## config.mk

```make
export PLATFORM = sky130hd
export DESIGN_NAME = jk_excitation_counter
export DESIGN_NICKNAME = d
export VERILOG_FILES = /design/src/rtl/jk_pkg.sv /design/src/rtl/jkff.sv /design/src/rtl/jk_excitation_counter.sv
export SDC_FILE = /design/constraint.sdc
export NUM_CORES = 1
export LEC_CHECK = 0
export BUFFER_PORTS_ARGS = -buffer_cell sky130_fd_sc_hd__buf_2
export CAP_MARGIN = 20
export CORE_UTILIZATION = 57
export CTS_BUF_LIST = sky130_fd_sc_hd__clkbuf_16
export CTS_CLUSTER_DIAMETER = 50
export DETAILED_ROUTE_END_ITERATION = 12
export HOLD_SLACK_MARGIN = 0.1
export PLACE_DENSITY = 0.83
export SETUP_SLACK_MARGIN = 0.3
export SYNTH_ARGS = -nofsm -noshare
export SYNTH_HDL_FRONTEND = slang
export SYNTH_SLANG_ARGS = --single-unit
```

## constraint.sdc

```tcl
create_clock -name clk -period 5.11 [get_ports clk]
set_input_delay 0.511 -clock clk [delete_from_list [all_inputs] [get_ports clk]]
set_output_delay 0.511 -clock clk [all_outputs]
set_load 0.02 [all_outputs]
```

## src/rtl/jk_pkg.sv

```systemverilog
// Shared JK flip-flop definitions: excitation codes, default width and the
// (current, next) -> {J,K} excitation function used by JK-based counters.
package jk_pkg;

  // JK input codes, packed as {J, K}.
  localparam logic [1:0] JK_HOLD   = 2'b00;
  localparam logic [1:0] JK_RESET  = 2'b01;
  localparam logic [1:0] JK_SET    = 2'b10;
  localparam logic [1:0] JK_TOGGLE = 2'b11;

  localparam int JK_DEFAULT_WIDTH = 4;

  // Excitation table: set only on 0->1, reset only on 1->0, hold otherwise.
  // JK_TOGGLE is never produced, so J and K are never both high.
  function automatic logic [1:0] jk_excite(input logic cur, input logic nxt);
    return {~cur & nxt, cur & ~nxt};
  endfunction

endpackage

```

## src/rtl/jkff.sv

```systemverilog
// Single JK flip-flop with synchronous active-high reset.
module jkff
  import jk_pkg::*;
(
  input  logic clk,
  input  logic rst,
  input  logic j,
  input  logic k,
  output logic q
);

  // JK state update; reset wins over any J/K code.
  always_ff @(posedge clk) begin
    if (rst) begin
      q <= 1'b0;
    end else begin
      unique case ({j, k})
        JK_HOLD:   q <= q;
        JK_RESET:  q <= 1'b0;
        JK_SET:    q <= 1'b1;
        JK_TOGGLE: q <= ~q;
        default:   q <= q;
      endcase
    end
  end

endmodule

```

## src/rtl/jk_excitation_counter.sv

```systemverilog
// Up/down modulo counter (range 0..max_val) built from JK flip-flops.
// The next count is computed in binary, then translated per bit into J/K
// drive through the excitation table; tc is a registered wrap pulse.
module jk_excitation_counter
  import jk_pkg::*;
#(
  parameter int WIDTH = JK_DEFAULT_WIDTH
) (
  input  logic             clk,
  input  logic             rst,
  input  logic             en,
  input  logic             up,
  input  logic             load,
  input  logic [WIDTH-1:0] din,
  input  logic [WIDTH-1:0] max_val,
  output logic [WIDTH-1:0] q,
  output logic             tc
);

  logic [WIDTH-1:0] n;
  logic             wrap;
  logic [WIDTH-1:0] j_vec;
  logic [WIDTH-1:0] k_vec;

  // Next count, wrap flag and per-bit J/K excitation; priority rst > load > en > hold.
  // Reset is folded in so J/K always describe the transition the flops take.
  always_comb begin
    n     = q;
    wrap  = 1'b0;
    j_vec = '0;
    k_vec = '0;
    if (rst) begin
      n = '0;
    end else if (load) begin
      n = (din <= max_val) ? din : '0;
    end else if (en) begin
      if (up) begin
        if (q >= max_val) begin
          n    = '0;
          wrap = 1'b1;
        end else begin
          n = q + WIDTH'(1);
        end
      end else begin
        if (q == '0) begin
          n    = max_val;
          wrap = 1'b1;
        end else if (q > max_val) begin
          n = max_val;
        end else begin
          n = q - WIDTH'(1);
        end
      end
    end
    for (int i = 0; i < WIDTH; i++) begin
      logic [1:0] code;
      code     = jk_excite(q[i], n[i]);
      j_vec[i] = code[1];
      k_vec[i] = code[0];
    end
  end

  // One JK flop per count bit; q comes straight from flop state.
  for (genvar i = 0; i < WIDTH; i++) begin : g_bit
    jkff u_jkff (
      .clk (clk),
      .rst (rst),
      .j   (j_vec[i]),
      .k   (k_vec[i]),
      .q   (q[i])
    );
  end

  // Registered wrap pulse.
  always_ff @(posedge clk) begin
    if (rst) begin
      tc <= 1'b0;
    end else begin
      tc <= wrap;
    end
  end

endmodule

```

# Word-level counts from Yosys, hierarchy flattened
# Index checks and enable logic that the tools add are counted.
[totals]
elab_cells = 60
output_inout_bits = 5
input_bits = 13
reg_bits = 5
[classes]
n_eq_ne = 12
n_bitwise = 17
magnitude_cmp = 3
n_mux = 15
reduce_logical = 6
add_sub_neg = 2
[op_table]
columns = ["cell", "count"]
rows = [
  ["$mux W4", 8],
  ["$eq A2 B2 Y1 const B", 8],
  ["$pmux W1 S3", 4],
  ["$not A1 Y1", 9],
  ["$and A1 B1 Y1", 8],
  ["$eq A2 B1 Y1 const B", 4],
  ["$logic_not A2 Y1", 4],
  ["$add A4 B1 Y4 const B", 1],
  ["$ge A4 B4 Y1", 1],
  ["$gt A4 B4 Y1", 1],
  ["$le A4 B4 Y1", 1],
  ["$logic_not A4 Y1", 1],
  ["$sub A4 B1 Y4 const B", 1],
  ["$mux W1", 3],
  ["$reduce_or A3 Y1", 1],
]

# Logic depth before layout (Yosys ltp)
# Gate-level depths: netlist (run 1).
[depth]
ltp_word = 11
ltp_mapped = 11
depth_no_buf = 10

# Hierarchy
# From an unflattened synthesis (run 1), not the netlist that was laid out.
[hier_totals]
hier_cells = 102
hier_area_um2 = 807.0
[modules_own_cells]
columns = ["mod", "seq_area_each_um2", "area_each_um2", "n_inst", "cells_each"]
rows = [
  ["jk_excitation_counter", 20.0, 681.9, 1, 90],
  ["jkff", 20.0, 31.3, 4, 3],
]

# Worst setup path before layout (run 1)
# Ideal clock, no wire load.
[synth_timing]
kind = "input -> register"
startpoint = "input max_val[1]"
endpoint = "register g_bit[1].u_jkff.q"
setup_slack_ns = 2.488
required_ns = 4.984
setup_ns = 0.126
cell_stages = 11
arrival_time_ns = 2.497
n_path_buf = 1
path_cell_list = "inv_1 ha_1 nor2b_1 o211a_1 buf_6 o21a_4 o211a_1 a2111oi_2 ha_1 mux2i_1 nor2_1"
[synth_via]
elab_chain_len = 11
word_cells_on_any_way = 19
cone_classes = "order compare (3); eq/ne (3); mux (9); bitwise (3); reduce/logical (1)"
[synth_lines]
columns = ["item", "line_no", "rtl"]
rows = [
  ["start: declaration", "jk_excitation_counter.sv:15", "input logic [WIDTH-1:0] max_val,"],
  ["$gt A4 B4 Y1", "jk_excitation_counter.sv:48", "end else if (q > max_val) begin"],
  ["$mux W4", "jk_excitation_counter.sv:48", ""],
  ["$mux W4", "jk_excitation_counter.sv:45", "if (q == '0) begin"],
  ["$mux W4", "jk_excitation_counter.sv:37", "if (up) begin"],
  ["$mux W4", "jk_excitation_counter.sv:36", "end else if (en) begin"],
  ["$mux W4 *", "jk_excitation_counter.sv:34", "end else if (load) begin"],
  ["$mux W4 *", "jk_excitation_counter.sv:32", "if (rst) begin"],
  ["$not A1 Y1", "jk_pkg.sv:16", "return {~cur & nxt, cur & ~nxt};"],
  ["$and A1 B1 Y1", "jk_pkg.sv:16", ""],
  ["$eq A2 B2 Y1 or $eq A2 B1 Y1 (tied branches)", "jkff.sv:17", "unique case ({j, k})"],
  ["$pmux W1 S3", "jkff.sv:17", ""],
  ["end signal: assignment", "jkff.sv:18", "JK_HOLD: q <= q;"],
  ["end signal: assignment", "jkff.sv:21", "JK_TOGGLE: q <= ~q;"],
  ["end signal: assignment", "jkff.sv:22", "default: q <= q;"],
  ["end: declaration", "jkff.sv:9", "output logic q"],
]
# Every way passes the cells marked *; elsewhere a longest branch is shown, timed or not.
# A chain may end at the register's enable or synchronous reset.

# Worst setup path in the final report (run 1)
[layout_timing]
startpoint = "register g_bit[1].u_jkff.q"
endpoint = "register g_bit[1].u_jkff.q"
[layout_via]
elab_chain_len = 11
word_cells_on_any_way = 21
cone_classes = "add/sub (2); order compare (2); eq/ne (3); mux (8); bitwise (4); reduce/logical (2)"
[layout_lines]
columns = ["item", "line_no"]
rows = [
  ["$sub A4 B1 Y4 or $gt A4 B4 Y1 (tied branches)", "jk_excitation_counter.sv:51, jk_excitation_counter.sv:48"],
  ["$mux W4", "jk_excitation_counter.sv:48"],
  ["$mux W4", "jk_excitation_counter.sv:45"],
  ["$mux W4", "jk_excitation_counter.sv:37"],
  ["$mux W4", "jk_excitation_counter.sv:36"],
  ["$mux W4", "jk_excitation_counter.sv:34"],
  ["$mux W4", "jk_excitation_counter.sv:32"],
  ["$not A1 Y1", "jk_pkg.sv:16"],
  ["$and A1 B1 Y1", "jk_pkg.sv:16"],
  ["$eq A2 B2 Y1 or $eq A2 B1 Y1 (tied branches)", "jkff.sv:17"],
  ["$pmux W1 S3", "jkff.sv:17"],
]
# Parallel ways exist; a longest one is shown, timed or not.

==> results, run 1 <==
- The post-synthesis sequential element count is 5.
- The first-pass GRT wire length is ~3200 µm.
- After technology mapping, the gate count stands at around 110.
- The number of setup buffers added after CTS is 0.
- The count of nets left with antenna violations once routing finished came out at 0.
- The remaining global-route overflow is 0.
- The mean area per synthesized cell is ~7.9 µm².
- Measured along the x axis, the die boundary spans between 40 and 50 µm.
- The worst-case clock buffer depth is 2.
- From synthesis to final layout, the design area changed by 13.8%.
- Setup violations remaining at the end of the flow were counted as 0.
- The clock period could shrink to ~2.7 ns.
- After detailed routing, the total wire length is between 1500 and 2000 µm.
- Setup repair after global routing left no endpoint under its margin.
- For the final database, setup skew stands at 0.000667 ns.
- The total of warnings raised by yosys is 0.
- The root buffer selected by CTS is clkbuf_16.
- Per report_power, the combinational group accounts for just under 30% of the total.
- The netlist area before placement is 836 µm².
- The data required time of the critical path is ~5.2 ns.
- The run finished with clean final reports.
- The clock-pin slew on the worst setup and hold paths is about 0.030 ns.
- The critical path startpoint category is a register.
- The internal power of the cells is ~0.17 mW.
- The initial antenna violation count is 0.
- The final instance area is roughly 950 µm².
- After synthesis, the cell types taking the most area are ha_1 (21%), dfxtp_1 (12%), mux2i_1 (6.0%).
- The maximum clock frequency is ~370 MHz.
- Summed over all instances, the cell type with the most area after synthesis is ha_1.
- The via density per instance is about 6.0.
- The switching share of power is 28.3%.
- The fraction of registers with async set or reset after synthesis is 0%.
- Input and output buffers added on the ports amount to 17.
- The source-to-sink clock delay at the later pin of the worst-skew pair is between 0.2 and 0.25 ns.
- The routed length per placed instance is approximately 15 µm.
- The clock sink total is 5.
- The leakage power total is ~0.48 nW.
- The routability congestion estimate is around 0.86.
- Hold timing on the final database bottoms out at a slack of 0.582 ns.
- The class of the tightest hold or removal check is in2reg.
- The hold violation total from the final report is 0.
- In the post-synthesis netlist, the cell with the most instances is ha_1.
- The effective utilization at floorplan is a little over three fifths.
- The first detailed-routing pass ran for 4 iterations.
- The final-layout setup total negative slack is 0 ns.
- The number of buffers inserted during clock tree synthesis is 3.
- Of all nets on the critical path, the largest fanout is 9.
- After synthesis, the most frequently instantiated cells are ha_1 (14), nor2_1 (11), inv_1 (10).
- The number of slew-limit violations in the final report came to 0.
- Fill cells in the final layout number about 120.
- The die covers ~1600 µm².
- The clock network fraction of total power is a little over half.
- The predominant post-synthesis flop cell is dfxtp_1.
- The overall via count from detail_route is between 700 and 800.
- The number of distinct library cells after synthesis is 33.
- 18 I/O pins were placed.
- The category of the worst setup path capture point is a register.
- The max-slew headroom at the worst pin is between 70 and 80%.
- Counting flops with a built-in enable in the synthesized netlist gives 0.
- Global routing consumed, over all layers together, roughly 30% of the routing resources.
- The net count reported at finish is roughly 150.
- Data arrives at the worst endpoint at approximately 2.8 ns.
- The post-cts resize count is 0.
- In this run the power spent charging and discharging nets is approximately 0.068 mW.
- The power per standard cell area is roughly 250 nW/µm².
- The placement-stage cell area is 872 µm².
- In this run the core area contains 13 standard-cell rows.
- The sequential share of power is 18.6%.
- For this design, the CTS-stage hold fixing added 0 buffers.
- Counting every net in the synthesized netlist gives ~130.
- The via count of the first global-routing pass is between 700 and 800.
- The TritonCTS clock tree is built.
- The slew at the pin closest to its max-slew limit is 0.370 ns.
- Max-cap violations in this run came to 0.
- The share of synthesized area occupied by flip-flops and latches is roughly an eighth.
- The number of DRC violations after detailed routing is 0.
- The total half-perimeter wirelength after legalization and detailed placement is 1450 µm.
- The area of the core is 1330 µm².
- The maximum vdd drop is around 350 µV.
- The top-area cell type share of the netlist area is between 20% and 30%.
- Entering global routing, the biggest net connects 13 pins.
- The floorplan step set the die height to 40.3 µm.
- Dividing the final minimum period by the clock period gives between 50 and 60%.
- For this block, the initial DRC count from the detailed router was 21.
- The share of post-route cells with drive strength above 1 is between 20% and 30%.
- The number of levels in the clock H-tree is 1.
- The worst setup path is of the reg2reg kind.
- The number of antenna diodes in the final layout is 0.
-- kinds of logic (layout without fill, tap and decap cells) --
group / count (synthesis) / after routing / synth area share [%]
compound gates: 29 / 29 / 27.1
xor+xnor: 4 / 4 / 4.19
fa+ha+maj: 14 / 14 / 21.0
buf+inv: 20 / 31 / 12.6
flops: 5 / 5 / 12.0
mux: 5 / 5 / 5.99
simple gates: 29 / 29 / 17.2
-- routing by layer --
metal / vias up / part of all wire [%] / track usage [%]
li1: 405 / - / -
met1: 362 / 48 / 35.4
met2: 23 / 48 / 52.8
met3: 2 / 3.9 / 5.00
met4: 0 / 0.57 / 10.0
met5: - / 0 / 0
-- flip-flops by register name, summed over array words and instances (netlist names) --
name and flops:
g_bit.u_jkff.q 4, tc 1
-- critical path: stages, from the launching register on --
cell and delay (ns):
dfxtp_1 0.51, ha_1 0.32, nor2b_1 0.13, o211a_1 0.31, o21a_4 0.27, o211a_1 0.22, a2111oi_2 0.34, ha_1 0.30
mux2i_1 0.15, nor2_1 0.06
-- stage by stage --
step                      util [%]  instances  total power [mW]  setup slack [ns]
after floorplan                  -        106            0.0997              2.49
after global placement        65.4        128             0.112              2.36
after detailed placement      65.4        128             0.114              2.28
after CTS                     71.3        132             0.244              2.40
after global routing          71.3        132             0.255              2.24
final                         71.3        132             0.242              2.39
-- placed cells by master, fill, tap and decap left out, types with 3 or more instances in the layout --
| master | synthesis | layout |
|---|---|---|
| a21boi_0 | 3 | 3 |
| a21oi_1 | 6 | 6 |
| buf_2 | 0 | 17 |
| clkbuf_16 | 0 | 3 |
| dfxtp_1 | 5 | 5 |
| ha_1 | 14 | 14 |
| inv_1 | 10 | 11 |
| mux2i_1 | 5 | 5 |
| nand2_1 | 6 | 6 |
| nand2b_1 | 3 | 3 |
| nor2_1 | 11 | 11 |
| o21ai_0 | 4 | 4 |
| o31ai_1 | 3 | 3 |
| xnor2_1 | 3 | 3 |
-- cell type report --
type	instances	area, µm²	share of cell area, %
repair buffers	17	85.1	8.95
well taps	15	18.8	1.97
multi-input cells	81	631	66.3
clock inverters	1	3.75	0.395
flip-flops and latches	5	100	10.5
inverters	10	37.5	3.95
clock buffers	3	75.1	7.89
-- power by group through the flow --
stage	Clock [mW]	Sequential (mW)	Combinational [mW]
global placement	0	0.0452	0.0665
finish	0.127	0.0449	0.0699
CTS	0.130	0.0448	0.0693
global route	0.130	0.0452	0.0792
floorplan	0	0.0442	0.0554
detailed placement	0	0.0453	0.0684
-- worst paths after layout --
path	from	to	slack (ns)	cells after the start
max	g_bit[1].u_jkff.q$_SDFFE_PP0P_	g_bit[1].u_jkff.q$_SDFFE_PP0P_	2.39	9
max reg2reg	g_bit[1].u_jkff.q$_SDFFE_PP0P_	g_bit[1].u_jkff.q$_SDFFE_PP0P_	2.39	9
min	rst	g_bit[2].u_jkff.q$_SDFFE_PP0P_	0.58	2
min reg2reg	g_bit[3].u_jkff.q$_SDFFE_PP0P_	g_bit[3].u_jkff.q$_SDFFE_PP0P_	0.61	2
(Power assumes the default switching activity.)
==> run 2: changes to the inputs <==
- ABC_AREA: not set -> 1
- CORE_UTILIZATION: 57 -> 48
- PLACE_DENSITY: 0.83 -> 0.75
- clock period: 5.11 -> 2.48 ns (I/O delays scaled with it)
==> run 2 against run 1 <==
Sequential share of layout area increased by 0.32 points; cell count increased by 17%; routed wire length increased by 1.0%; synthesized cell count increased by 16%; non-clock buffer count unchanged; setup slack got worse by 1.9 ns.
==> results, run 2 <==
- The arithmetic-cell share of the synthesized area counting full adders, half adders and majority gates is 21.4% (+0.48 points).
- The number of top-level pins is 18 (unchanged).
- The routability congestion estimate came to 0.972 (+13%).
- The leakage power total is 0.534 nW (+11%).
- The share of cell area taken by muxes after synthesis came to 0% (-6.0 points).
- The pin count of the biggest net entering global routing was 10 (-3).
- The placement-stage cell area was 881 µm² (+1.0%).
- The net count reported at finish was 166 (+14%).
- STA classifies the critical path startpoint as a register.
- The antenna diode count is 0 (unchanged).
- The clock tree skew after final layout came to 0.00239 ns (+0.00172 ns).
- The period utilization is 81.9% (+29 points).
- The final instance area is 1010 µm² (+6.7%).
- The number of standard-cell rows in the floorplan was 14 (+1).
- The max-slew headroom at the worst pin is 82.1% (+7.0 points).
- The worst stage delay on the critical path is 0.37 ns (-0.14 ns).
- The source-to-sink clock delay at the later pin of the worst-skew pair was 0.23 ns (about the same).
- The routed length per placed instance came to 12.6 µm (-13%).
- The first-pass GRT wire length is 3210 µm (+1.5%).
- The via count of the first global-routing pass is 741 (-2.0%).
- The number of flip-flops under the largest register name is 4 (unchanged).
- The net count after synthesis is 150 (+13%).
- The number of buffers inserted during clock tree synthesis is 3 (unchanged).
- The xor-xnor portion of the synthesized cell area is 2.14% (-2.0 points).
- The remaining global-route overflow is 0 (unchanged).
- The most frequent cell on the critical path is nand2_1.
- The final hold slack is 0.322 ns (-0.261 ns).
- The gate count of the mapped netlist is 123 (+16%).
- The category of the worst setup path capture point is a register.
- The non-filler instance count after layout came to 154 (+17%).
- The netlist area before placement is 817 µm² (-2.2%).
- The share of post-route cells with drive strength above 1 came to 32.6% (+12 points).
- After synthesis, the most frequently instantiated cells are nand2_1 (28), ha_1 (14), a21oi_1 (13), nand3_1 (13), inv_1 (9).
- The share of synthesized area occupied by flip-flops and latches was 12.3% (+0.28 points).
- The mean area per synthesized cell was 6.64 µm² (-16%).
- The most used flip-flop cell after synthesis is dfxtp_1.
- TritonCTS built the clock tree.
- The top-area cell type share of the netlist area is 21.4% (+0.48 points).
- The data required time of the critical path is 2.59 ns (-2.63 ns).
- The instance count after placement with tap cells included is 150 (+17%).
- Traced cell by cell, the critical path runs through ha_1 -> nand2_1 -> clkinv_2 -> nand2_4 -> nand2_2 -> nand2_4 -> nand2_2 -> nand2_1 -> nand3_1 -> nand2_1 -> a21oi_2 -> ha_1 -> o21ai_0 -> a21oi_1.
- For this design, the slowest cell found on the critical path is dfxtp_4.
- The total design power is 1.05 mW (+330%).
- The maximum fanout count along the critical path is 8 (-1).
- By area, the combinational part of the netlist is dominated by simple AND/OR/NAND/NOR gates.
- Yosys instantiated no cell more often than nand2_1.
- The effective utilization at floorplan is 53.0% (-9.7 points).
- The final number of setup-violating endpoints is 0 (unchanged).
- The final-layout setup total negative slack was 0 ns (unchanged).
- The post-synthesis to final-layout area growth is 24.2%.
- The data arrival time of the worst path is 2.15 ns (-0.68 ns).
- The number of detailed-routing iterations run before antenna repair was 4 (unchanged).
- The power per standard cell area is 1030 nW/µm² (+310%).
- The overall via count from detail_route was 891 (+13%).
- The remaining number of nets flagged by the antenna check after routing came to 0 (unchanged).
- The area of the core was 1540 µm² (+16%).
- The die width is 43.3 µm (+7.4%).
- The startpoint-to-endpoint class of the critical path is reg2reg.
- Yosys attributes the largest share of cell area to ha_1 (21%), nand2_1 (13%), dfxtp_1 (12%).
- The area share of and/or/nand/nor cells after synthesis is 33.8% (+17 points).
- The library cell used most frequently in the layout, excluding fill and tap cells, is nand2_1.
- The class of the tightest hold or removal check is in2reg.
- The total area of multi-input combinational cells is 656 µm² (+4.0%).
- The root buffer selected by CTS is clkbuf_16.
- The number of setup buffers added after CTS came to 0 (unchanged).
- The area enclosed by the die boundary was 1870 µm² (+15%).
- The slew at the pin closest to its max-slew limit came to 0.267 ns (-0.104 ns).
- The die height is 43.3 µm (+7.4%).
- The largest registers in the layout are g_bit.u_jkff.q: 4 flops, tc: 1 flops.
- The total half-perimeter wirelength after legalization and detailed placement is 1450 µm (+0.23%).
- The filler cell count is 128 (+10%).
- The fraction of registers with async set or reset after synthesis is 0% (unchanged).
- Setup repair after global routing left no endpoint under its margin.
- The maximum clock frequency is 492 MHz (+34%).
- The total of warnings raised by yosys was 0 (unchanged).
- The number of levels in the clock H-tree is 1 (unchanged).
- The maximum vdd drop came to 886 µV (+150%).
- The library cells used most frequently in the layout, excluding fill and tap cells, are nand2_1 (28), buf_2 (17), nand3_1 (13), a21oi_1 (13), ha_1 (12).
- The area of all sequential standard cells is 110 µm² (+10%).
- The number of flops mapped to enable cells by yosys came to 0 (unchanged).
- The initial antenna violation count came to 0 (unchanged).
- The worst-case clock buffer depth was 2 (unchanged).
- The total length of routed wires came to 1940 µm (+1.0%).
- The number of violations of the max-capacitance limit was 0 (unchanged).
- The number of distinct library cells after synthesis is 21 (-36%).
- The number of DRC violations after detailed routing came to 0 (unchanged).
- The largest total area in the synthesized netlist belongs to ha_1.
- The global-route total usage across every layer is 23.1% (-6.5 points).
- The flow ran to the end, and the final reports show no timing, DRC or antenna violations.
- The post-synthesis sequential element count was 5 (unchanged).
- The via density per instance was 5.79 (-3.6%).
- The post-cts hold buffer count was 0 (unchanged).
- The number of DRC markers after the initial detailed-route iteration is 25 (+19%).
- The number of slew-limit violations in the final report was 0 (unchanged).
- The clock-pin slew on the worst setup and hold paths is 0.03 ns (about the same).
- The register-to-register setup slack is 0.45 ns (-1.94 ns).
- The clock sink total is 5 (unchanged).
- The hold violation total from the final report is 0 (unchanged).
- The number of input and output port buffers inserted came to 17 (unchanged).
- The time the worst path needs with I/O delays and setup came to 2.03 ns (-0.687 ns).
- The register with the most flip-flops is g_bit.u_jkff.q.
- The fraction of the mapped netlist area in compound gates is 17.3% (-9.8 points).
## run 2: cell count changes in the layout (fill, tap and decap cells not counted), sizes merged, moves of 3 or more
cell | before | now
nand4 | 2 | 7
inv | 11 | 17
xnor2 | 3 | 0
a21oi | 6 | 18
nor2 | 11 | 0
nand2 | 6 | 32
a21boi | 3 | 0
mux2i | 5 | 0
nand3 | 1 | 15
o31ai | 3 | 0
nand2b | 3 | 0
## run 2: area by class of cell
cell class	instances	share of cell area, %
repair buffers	17	8.38
multi-input cells	95	64.6
inverters	17	6.41
clock buffers	3	7.40
clock inverters	1	0.370
flip-flops and latches	5	10.9
well taps	16	1.97
## run 2: cell families (layout without fill, tap and decap cells)
family                     after synthesis  count (layout)
AOI/OAI and AO/OA                       24              24
xor gates and xnor gates                 2               2
adders and majority gates               14              14
buffers and inverters                   23              38
DFF                                      5               5
and+or+nand+nor                         55              55
## run 2: routing by layer
metal	part of all wire, %	global-route usage [%]	up-vias
li1	-	-	450
met1	45	29.9	410
met4	0.93	5.45	0
met5	0	0	-
met2	48	36.7	29
met3	6.3	7.66	2
## run 2: worst max-delay path, delay by kind of cell (launching register included)
kind / cells / cell delay, ns
simple gates: 8 / 0.65
fa+ha+maj: 2 / 0.55
flops: 1 / 0.37
compound gates: 3 / 0.25
buf+inv: 1 / 0.10
## run 2: worst paths after layout
kind                                  start                              to  cells after the start
max reg2reg  g_bit[2].u_jkff.q$_SDFFE_PP0P_  g_bit[3].u_jkff.q$_SDFFE_PP0P_                     14
min reg2reg  g_bit[3].u_jkff.q$_SDFFE_PP0P_  g_bit[3].u_jkff.q$_SDFFE_PP0P_                      2
max          g_bit[2].u_jkff.q$_SDFFE_PP0P_  g_bit[3].u_jkff.q$_SDFFE_PP0P_                     14
min                                     rst                   tc$_SDFF_PP0_                      4
## run 2: stage by stage
step	utilization, %	setup slack [ns]
CTS	62.3	0.341
detailed placement	57.1	0.290
floorplan	-	0.564
global route	65.8	0.283
finish	65.8	0.448
global placement	57.1	0.314
## run 2: timing repair
action | in CTS | in global routing
setup endpoints to repair | 1 | 4
resized for setup | 1 | 13
pin swaps | 0 | 0
## run 2: power by group
group          switching (mW)  internal (mW)
clock                  0.0558          0.209
sequential             0.0521          0.116
combinational           0.370          0.246
